### config.mk
export PLATFORM = sky130hd
export DESIGN_NAME = elbeth_trap_ctrl_flat
export DESIGN_NICKNAME = d
export VERILOG_FILES = /design/src/rtl/elbeth_trap_ctrl_if.sv /design/src/rtl/elbeth_trap_ctrl.sv /design/src/flat_wrapper.sv
export SDC_FILE = /design/constraint.sdc
export NUM_CORES = 1
export LEC_CHECK = 0
export ABC_AREA = 1
export CORE_AREA = 2 2 89 91
export CTS_BUF_LIST = sky130_fd_sc_hd__clkbuf_4 sky130_fd_sc_hd__clkbuf_8
export DETAILED_ROUTE_END_ITERATION = 7
export DIE_AREA = 0 0 91 93
export PLACE_DENSITY_LB_ADDON = 0.1
export SETUP_SLACK_MARGIN = 0.4
export SYNTH_ARGS = -nofsm -noshare
export SYNTH_HDL_FRONTEND = slang
export SYNTH_SLANG_ARGS = --single-unit
### constraint.sdc
create_clock -name clk -period 2.48 [get_ports clk]
set_clock_uncertainty 0.15 [all_clocks]
set_input_delay 0.372 -clock clk [delete_from_list [all_inputs] [get_ports clk]]
set_output_delay 0.372 -clock clk [all_outputs]
set_load 0.1 [all_outputs]
### src/rtl/elbeth_trap_ctrl_if.sv
// ELBETH trap controller bundle: decode/CSR/memory status in,
// kill/stall/flush/redirect and CSR write strobes out.
interface elbeth_trap_ctrl_if;
    logic        id_valid;
    logic [31:0] id_pc;
    logic        id_illegal_instruction;
    logic [3:0]  id_except_src;
    logic        id_eret;
    logic        ext_irq;
    logic        csr_mie;
    logic [31:0] csr_mtvec;
    logic [31:0] csr_mepc;
    logic        mem_busy;
    logic        id_kill;
    logic        stall;
    logic        flush;
    logic        pc_redirect;
    logic [31:0] pc_target;
    logic        csr_epc_we;
    logic [31:0] csr_epc_data;
    logic        csr_cause_we;
    logic [31:0] csr_cause_data;
    logic        csr_eret_commit;
    logic        drain_timeout;

    modport master (
        output id_valid, id_pc, id_illegal_instruction,
        output id_except_src, id_eret, ext_irq, csr_mie,
        output csr_mtvec, csr_mepc, mem_busy,
        input  id_kill, stall, flush, pc_redirect, pc_target,
        input  csr_epc_we, csr_epc_data, csr_cause_we,
        input  csr_cause_data, csr_eret_commit, drain_timeout
    );

    modport slave (
        input  id_valid, id_pc, id_illegal_instruction,
        input  id_except_src, id_eret, ext_irq, csr_mie,
        input  csr_mtvec, csr_mepc, mem_busy,
        output id_kill, stall, flush, pc_redirect, pc_target,
        output csr_epc_we, csr_epc_data, csr_cause_we,
        output csr_cause_data, csr_eret_commit, drain_timeout
    );
endinterface

### src/rtl/elbeth_trap_ctrl.sv
// ELBETH trap sequencer: accepts exceptions, interrupts and ERET in ID,
// drains memory, saves mepc/mcause and redirects fetch with a flush.
module elbeth_trap_ctrl #(
    parameter logic [3:0] IRQ_CAUSE   = 4'd11,
    parameter int         DRAIN_LIMIT = 15
) (
    input  logic               clk,
    input  logic               rst,
    elbeth_trap_ctrl_if.slave  bus
);
    localparam int CW = $clog2(DRAIN_LIMIT + 1);

    typedef enum logic [2:0] {
        IDLE,
        DRAIN,
        SAVE,
        REDIRECT,
        RET
    } state_t;

    state_t        state_q, state_d;
    logic [31:0]   pc_q, pc_d;
    logic [31:0]   cause_q, cause_d;
    logic          is_ret_q, is_ret_d;
    logic [CW-1:0] cnt_q, cnt_d;
    logic          tout_q, tout_d;
    logic          irq_take;

    assign irq_take = bus.ext_irq & bus.csr_mie;

    always_ff @(posedge clk) begin
        if (rst) begin
            state_q  <= IDLE;
            pc_q     <= '0;
            cause_q  <= '0;
            is_ret_q <= 1'b0;
            cnt_q    <= '0;
            tout_q   <= 1'b0;
        end else begin
            state_q  <= state_d;
            pc_q     <= pc_d;
            cause_q  <= cause_d;
            is_ret_q <= is_ret_d;
            cnt_q    <= cnt_d;
            tout_q   <= tout_d;
        end
    end

    always_comb begin
        state_d             = state_q;
        pc_d                = pc_q;
        cause_d             = cause_q;
        is_ret_d            = is_ret_q;
        cnt_d               = cnt_q;
        tout_d              = tout_q;
        bus.id_kill         = 1'b0;
        bus.stall           = 1'b0;
        bus.flush           = 1'b0;
        bus.pc_redirect     = 1'b0;
        bus.pc_target       = '0;
        bus.csr_epc_we      = 1'b0;
        bus.csr_epc_data    = '0;
        bus.csr_cause_we    = 1'b0;
        bus.csr_cause_data  = '0;
        bus.csr_eret_commit = 1'b0;
        bus.drain_timeout   = tout_q;

        unique case (state_q)
            IDLE: begin
                if (bus.id_valid) begin
                    // Decode exception outranks ERET, which outranks the IRQ.
                    if (bus.id_illegal_instruction) begin
                        pc_d     = bus.id_pc;
                        cause_d  = {28'b0, bus.id_except_src};
                        is_ret_d = 1'b0;
                        state_d  = DRAIN;
                    end else if (bus.id_eret) begin
                        is_ret_d = 1'b1;
                        state_d  = DRAIN;
                    end else if (irq_take) begin
                        pc_d     = bus.id_pc;
                        cause_d  = {1'b1, 27'b0, IRQ_CAUSE};
                        is_ret_d = 1'b0;
                        state_d  = DRAIN;
                    end
                end
                if (state_d == DRAIN) begin
                    bus.id_kill = 1'b1;
                    cnt_d       = '0;
                end
            end
            DRAIN: begin
                bus.stall = 1'b1;
                cnt_d     = cnt_q + CW'(1);
                if (!bus.mem_busy || cnt_q == CW'(DRAIN_LIMIT)) begin
                    if (bus.mem_busy) tout_d = 1'b1;
                    cnt_d   = '0;
                    state_d = is_ret_q ? RET : SAVE;
                end
            end
            SAVE: begin
                bus.stall          = 1'b1;
                bus.csr_epc_we     = 1'b1;
                bus.csr_epc_data   = {pc_q[31:2], 2'b00};
                bus.csr_cause_we   = 1'b1;
                bus.csr_cause_data = cause_q;
                state_d            = REDIRECT;
            end
            REDIRECT: begin
                bus.stall       = 1'b1;
                bus.flush       = 1'b1;
                bus.pc_redirect = 1'b1;
                bus.pc_target   = bus.csr_mtvec;
                state_d         = IDLE;
            end
            RET: begin
                bus.stall           = 1'b1;
                bus.flush           = 1'b1;
                bus.pc_redirect     = 1'b1;
                bus.pc_target       = bus.csr_mepc;
                bus.csr_eret_commit = 1'b1;
                state_d             = IDLE;
            end
            default: state_d = IDLE;
        endcase
    end
endmodule

### src/flat_wrapper.sv
// flat-port wrapper written by rule: the top's interface ports become plain ports
module elbeth_trap_ctrl_flat 
#(
    parameter logic [3:0] IRQ_CAUSE   = 4'd11,
    parameter int         DRAIN_LIMIT = 15
)
  (clk, rst, bus_id_valid, bus_id_pc, bus_id_illegal_instruction, bus_id_except_src, bus_id_eret, bus_ext_irq, bus_csr_mie, bus_csr_mtvec, bus_csr_mepc, bus_mem_busy, bus_id_kill, bus_stall, bus_flush, bus_pc_redirect, bus_pc_target, bus_csr_epc_we, bus_csr_epc_data, bus_csr_cause_we, bus_csr_cause_data, bus_csr_eret_commit, bus_drain_timeout);
  elbeth_trap_ctrl_if bus_i ();
  input  logic clk;
  input  logic rst;
  input wire logic [$bits(bus_i.id_valid)-1:0] bus_id_valid;
  input wire logic [$bits(bus_i.id_pc)-1:0] bus_id_pc;
  input wire logic [$bits(bus_i.id_illegal_instruction)-1:0] bus_id_illegal_instruction;
  input wire logic [$bits(bus_i.id_except_src)-1:0] bus_id_except_src;
  input wire logic [$bits(bus_i.id_eret)-1:0] bus_id_eret;
  input wire logic [$bits(bus_i.ext_irq)-1:0] bus_ext_irq;
  input wire logic [$bits(bus_i.csr_mie)-1:0] bus_csr_mie;
  input wire logic [$bits(bus_i.csr_mtvec)-1:0] bus_csr_mtvec;
  input wire logic [$bits(bus_i.csr_mepc)-1:0] bus_csr_mepc;
  input wire logic [$bits(bus_i.mem_busy)-1:0] bus_mem_busy;
  output wire logic [$bits(bus_i.id_kill)-1:0] bus_id_kill;
  output wire logic [$bits(bus_i.stall)-1:0] bus_stall;
  output wire logic [$bits(bus_i.flush)-1:0] bus_flush;
  output wire logic [$bits(bus_i.pc_redirect)-1:0] bus_pc_redirect;
  output wire logic [$bits(bus_i.pc_target)-1:0] bus_pc_target;
  output wire logic [$bits(bus_i.csr_epc_we)-1:0] bus_csr_epc_we;
  output wire logic [$bits(bus_i.csr_epc_data)-1:0] bus_csr_epc_data;
  output wire logic [$bits(bus_i.csr_cause_we)-1:0] bus_csr_cause_we;
  output wire logic [$bits(bus_i.csr_cause_data)-1:0] bus_csr_cause_data;
  output wire logic [$bits(bus_i.csr_eret_commit)-1:0] bus_csr_eret_commit;
  output wire logic [$bits(bus_i.drain_timeout)-1:0] bus_drain_timeout;
  assign bus_i.id_valid = bus_id_valid;
  assign bus_i.id_pc = bus_id_pc;
  assign bus_i.id_illegal_instruction = bus_id_illegal_instruction;
  assign bus_i.id_except_src = bus_id_except_src;
  assign bus_i.id_eret = bus_id_eret;
  assign bus_i.ext_irq = bus_ext_irq;
  assign bus_i.csr_mie = bus_csr_mie;
  assign bus_i.csr_mtvec = bus_csr_mtvec;
  assign bus_i.csr_mepc = bus_csr_mepc;
  assign bus_i.mem_busy = bus_mem_busy;
  assign bus_id_kill = bus_i.id_kill;
  assign bus_stall = bus_i.stall;
  assign bus_flush = bus_i.flush;
  assign bus_pc_redirect = bus_i.pc_redirect;
  assign bus_pc_target = bus_i.pc_target;
  assign bus_csr_epc_we = bus_i.csr_epc_we;
  assign bus_csr_epc_data = bus_i.csr_epc_data;
  assign bus_csr_cause_we = bus_i.csr_cause_we;
  assign bus_csr_cause_data = bus_i.csr_cause_data;
  assign bus_csr_eret_commit = bus_i.csr_eret_commit;
  assign bus_drain_timeout = bus_i.drain_timeout;
  elbeth_trap_ctrl #(.IRQ_CAUSE(IRQ_CAUSE), .DRAIN_LIMIT(DRAIN_LIMIT)) u_core (.clk(clk), .rst(rst), .bus(bus_i));
endmodule
==> reports/metrics.csv <==
stage;metric;value;unit
drt;drcViolationCount;0;
run_status;outcome;complete, no violations;
worst_setup_path;path_class;flop to primary output;
layout;antennaDiodeCount;0;
drt;firstDrtPassIters;4;
power_and_ir_drop;p_leak;0.00249;µW
placed_design;port_buffers;180;
synth;synth_simple_gate_area_share;26.5;%
die;die_w;91;µm
layout;fin_util;82.0;%
worst_setup_path;worstPathRequired;1.96;ns
synth;synth.avg_cell_area;6.34;µm²
drt;routed_via_density;4.60;
layout;fin_area;6170;µm²
placed_design;place_hpwl;7740;µm
clock_network;numCtsBuffers;5;
placed_design;place_area;5560;µm²
sta;fmax;467;MHz
layout;fill_cells;436;
synth;yosysWarnings;0;
grt;first_global_vias;3311;
drt;drtIter0Drc;122;
power_and_ir_drop;p_per_area;448;nW/µm²
grt;grt_max_degree;36;
worst_setup_path;cp_data_arrival_time;1.62;ns
synth;yosysMostFrequentCell;nor2_1;
sta;period_share;86.4;%
worst_setup_path;r2r_slack;0.72;ns
power_and_ir_drop;peakVddDrop;0.000344;V
grt;grt_overflow;0;
synth;synth_fa_ha_area_share;0.461;%
grt;grt_pass1_wl;16400;µm
synth;synthTopCellsByArea;dfxtp_1 32%, nor2_1 15%, inv_1 10%;
worst_setup_path;path_max_fanout;8;
die;rows;32;
clock_network;ctsRootBufferMaster;clkbuf_8;
synth;syn_area;2710;µm²
clock_network;cts_hold_buf;0;
layout;nets;725;
worst_setup_path;critPathCaptureType;primary output;
flow_run;maxCapViolCount;0;
layout;drive_above_1_share;35.0;%
power_and_ir_drop;finalPower;2770;µW
clock_network;cts_tree;yes;
hold_path;hold_path_class;flop to flop;
synth;ys_types;30;
worst_setup_path;slowest_stage;dfxtp_4;
die;die_y;93;µm
sta;slew_violations;0;
sta;whs;0.324;ns
synth;synthTopCellsByCount;105 x nor2_1, 75 x inv_1, 56 x o21ai_0, 47 x nand2_1, 44 x dfxtp_1;
worst_setup_path;max_stage_delay;0.37;ns
synth;synthMuxAreaShare;0;%
die;ios;212;
clock_network;htreeDepth;2;
die;core;7530;µm²
synth;synth-edff-count;0;
synth;synth_compound_area_share;14.9;%
drt;routed_wl;11200;µm
clock_network;clockBufferDepth;2;
clock_network;clock-sinks;44;
synth;synth_top_family_by_area;simple AND/OR/NAND/NOR gates;
sta;tns;0;ns
layout;area_delta_synth_final;128;%
synth;synthArstFlopShare;0;%
synth;synth_top_area_share;32.5;%
sta;finalCriticalPeriod;2.14;ns
sta;hold_violations;0;
drt;drtAntennaViolNets;0;
worst_setup_path;crit_chain;inv_4 -> nand2_4 -> nor2_4 -> buf_8 -> nand2_2 -> o21ai_4 -> buf_12;
synth;synthCells;428;
clock_network;cts.clk_slew.worst_paths;0.09;ns
synth;synth_xor_area_share;0;%
synth;synth_ff_type;dfxtp_1;
synth;ys_ff_latch;44;
drt;vias;3309;
synth;synth-seq-area-share;32.5;%
die;die_area;8460;µm²
grt;grt_antenna_before_repair;0;
placed_design;place_congestion;0.853;
synth;yosysTopAreaCell;dfxtp_1;
grt;grt_usage;24.3;%
sta;setup_viol;0;
worst_setup_path;cp-start-kind;flop;
clock_network;clk_latency;0.31;ns
drt;wl_per_cell;15.6;µm
sta;rsz0062_at_grt;yes;
die;initial_core_util;36.0;%
-- worst paths after layout --
kind                                          startpoint                        to  cells past startpoint
worst max-delay path                   u_core.state_q[1]         bus_pc_target[18]                      7
worst min-delay path            u_core.bus.drain_timeout  u_core.bus.drain_timeout                      2
worst max register to register         u_core.state_q[1]           u_core.pc_q[12]                      8
worst min register to register  u_core.bus.drain_timeout  u_core.bus.drain_timeout                      2
-- report_power, final --
part	internal, µW	leakage (µW)	switching (µW)	total (µW)
combinational	466	0.00207	894	1360
sequential	776	0.000363	41.9	818
clock	330	0.0000614	259	588
total	1570	0.00249	1190	2770
-- per-stage QoR --
stage               instances  worst slack [ns]
floorplan                 456            -0.344
global placement          696             0.433
detailed placement        696             0.365
CTS                       711             0.340
global route              719             0.283
finish                    719             0.338
-- logic make-up after synthesis --
group,count (synthesis)
simple gates,174
buf+inv,130
compound gates,78
flops,44
fa+ha+maj,1
other cells,1
-- state kept, by name, summed over array words and instances, names as in the netlist --
signal                    count
u_core.bus.drain_timeout      1
u_core.is_ret_q               1
u_core.state_q                3
u_core.pc_q                  30
u_core.cause_q                5
u_core.cnt_q                  4
-- final cells by class --
class	instances	area (µm²)	area share, %
Tap cell	102	128	2.07
Clock buffer	6	82.6	1.34
Sequential cell	44	887	14.4
Timing Repair Buffer	203	2830	45.9
Clock inverter	2	38.8	0.628
Inverter	80	320	5.19
Multi-Input combinational cell	282	1880	30.5
-- timing repair --
| action | 4_1_cts | 5_1_grt |
|---|---|---|
| buffers inserted | 4 | 5 |
| gates cloned | 3 | 3 |
| gates resized for setup | 28 | 54 |
| setup endpoints to repair | 65 | 71 |
| pin swaps | 3 | 4 |
-- worst max-delay path, delay by kind of cell, from the launching register on --
| kind | cells | cell delay, ns |
|---|---|---|
| DFF | 1 | 0.37 |
| and+or+nand+nor | 3 | 0.36 |
| AOI/OAI and AO/OA | 1 | 0.09 |
| buffers and inverters | 3 | 0.48 |
-- placed cells by master (no fill, tap or decap), drive strengths merged --
cell           synthesis  layout
conb                   1      29
buf                   43      95
clkdlybuf4s50          0     105
clkbuf                 7       9
nand4                  2       2
nand3                 10      10
a21oi                  8       8
a21boi                 1       1
o21ai                 68      68
nor2                 109     109
nor4                   1       1
nand2                 50      50
inv                   79      79
dfxtp                 44      44
bufinv                 0       1
clkinv                 1       2
nor3                   2       2
a31oi                  1       1
ha                     1       1
-- routing by layer --
metal / up-vias / track usage, % / wire length (µm)
met2: 145 / 43.7 / 5860
met5: - / 0 / 0
met4: 0 / 9.22 / 318
met3: 21 / 7.74 / 939
li1: 1610 / - / -
met1: 1533 / 26.7 / 4100
Note: power is estimated with default switching activity, not from simulation.
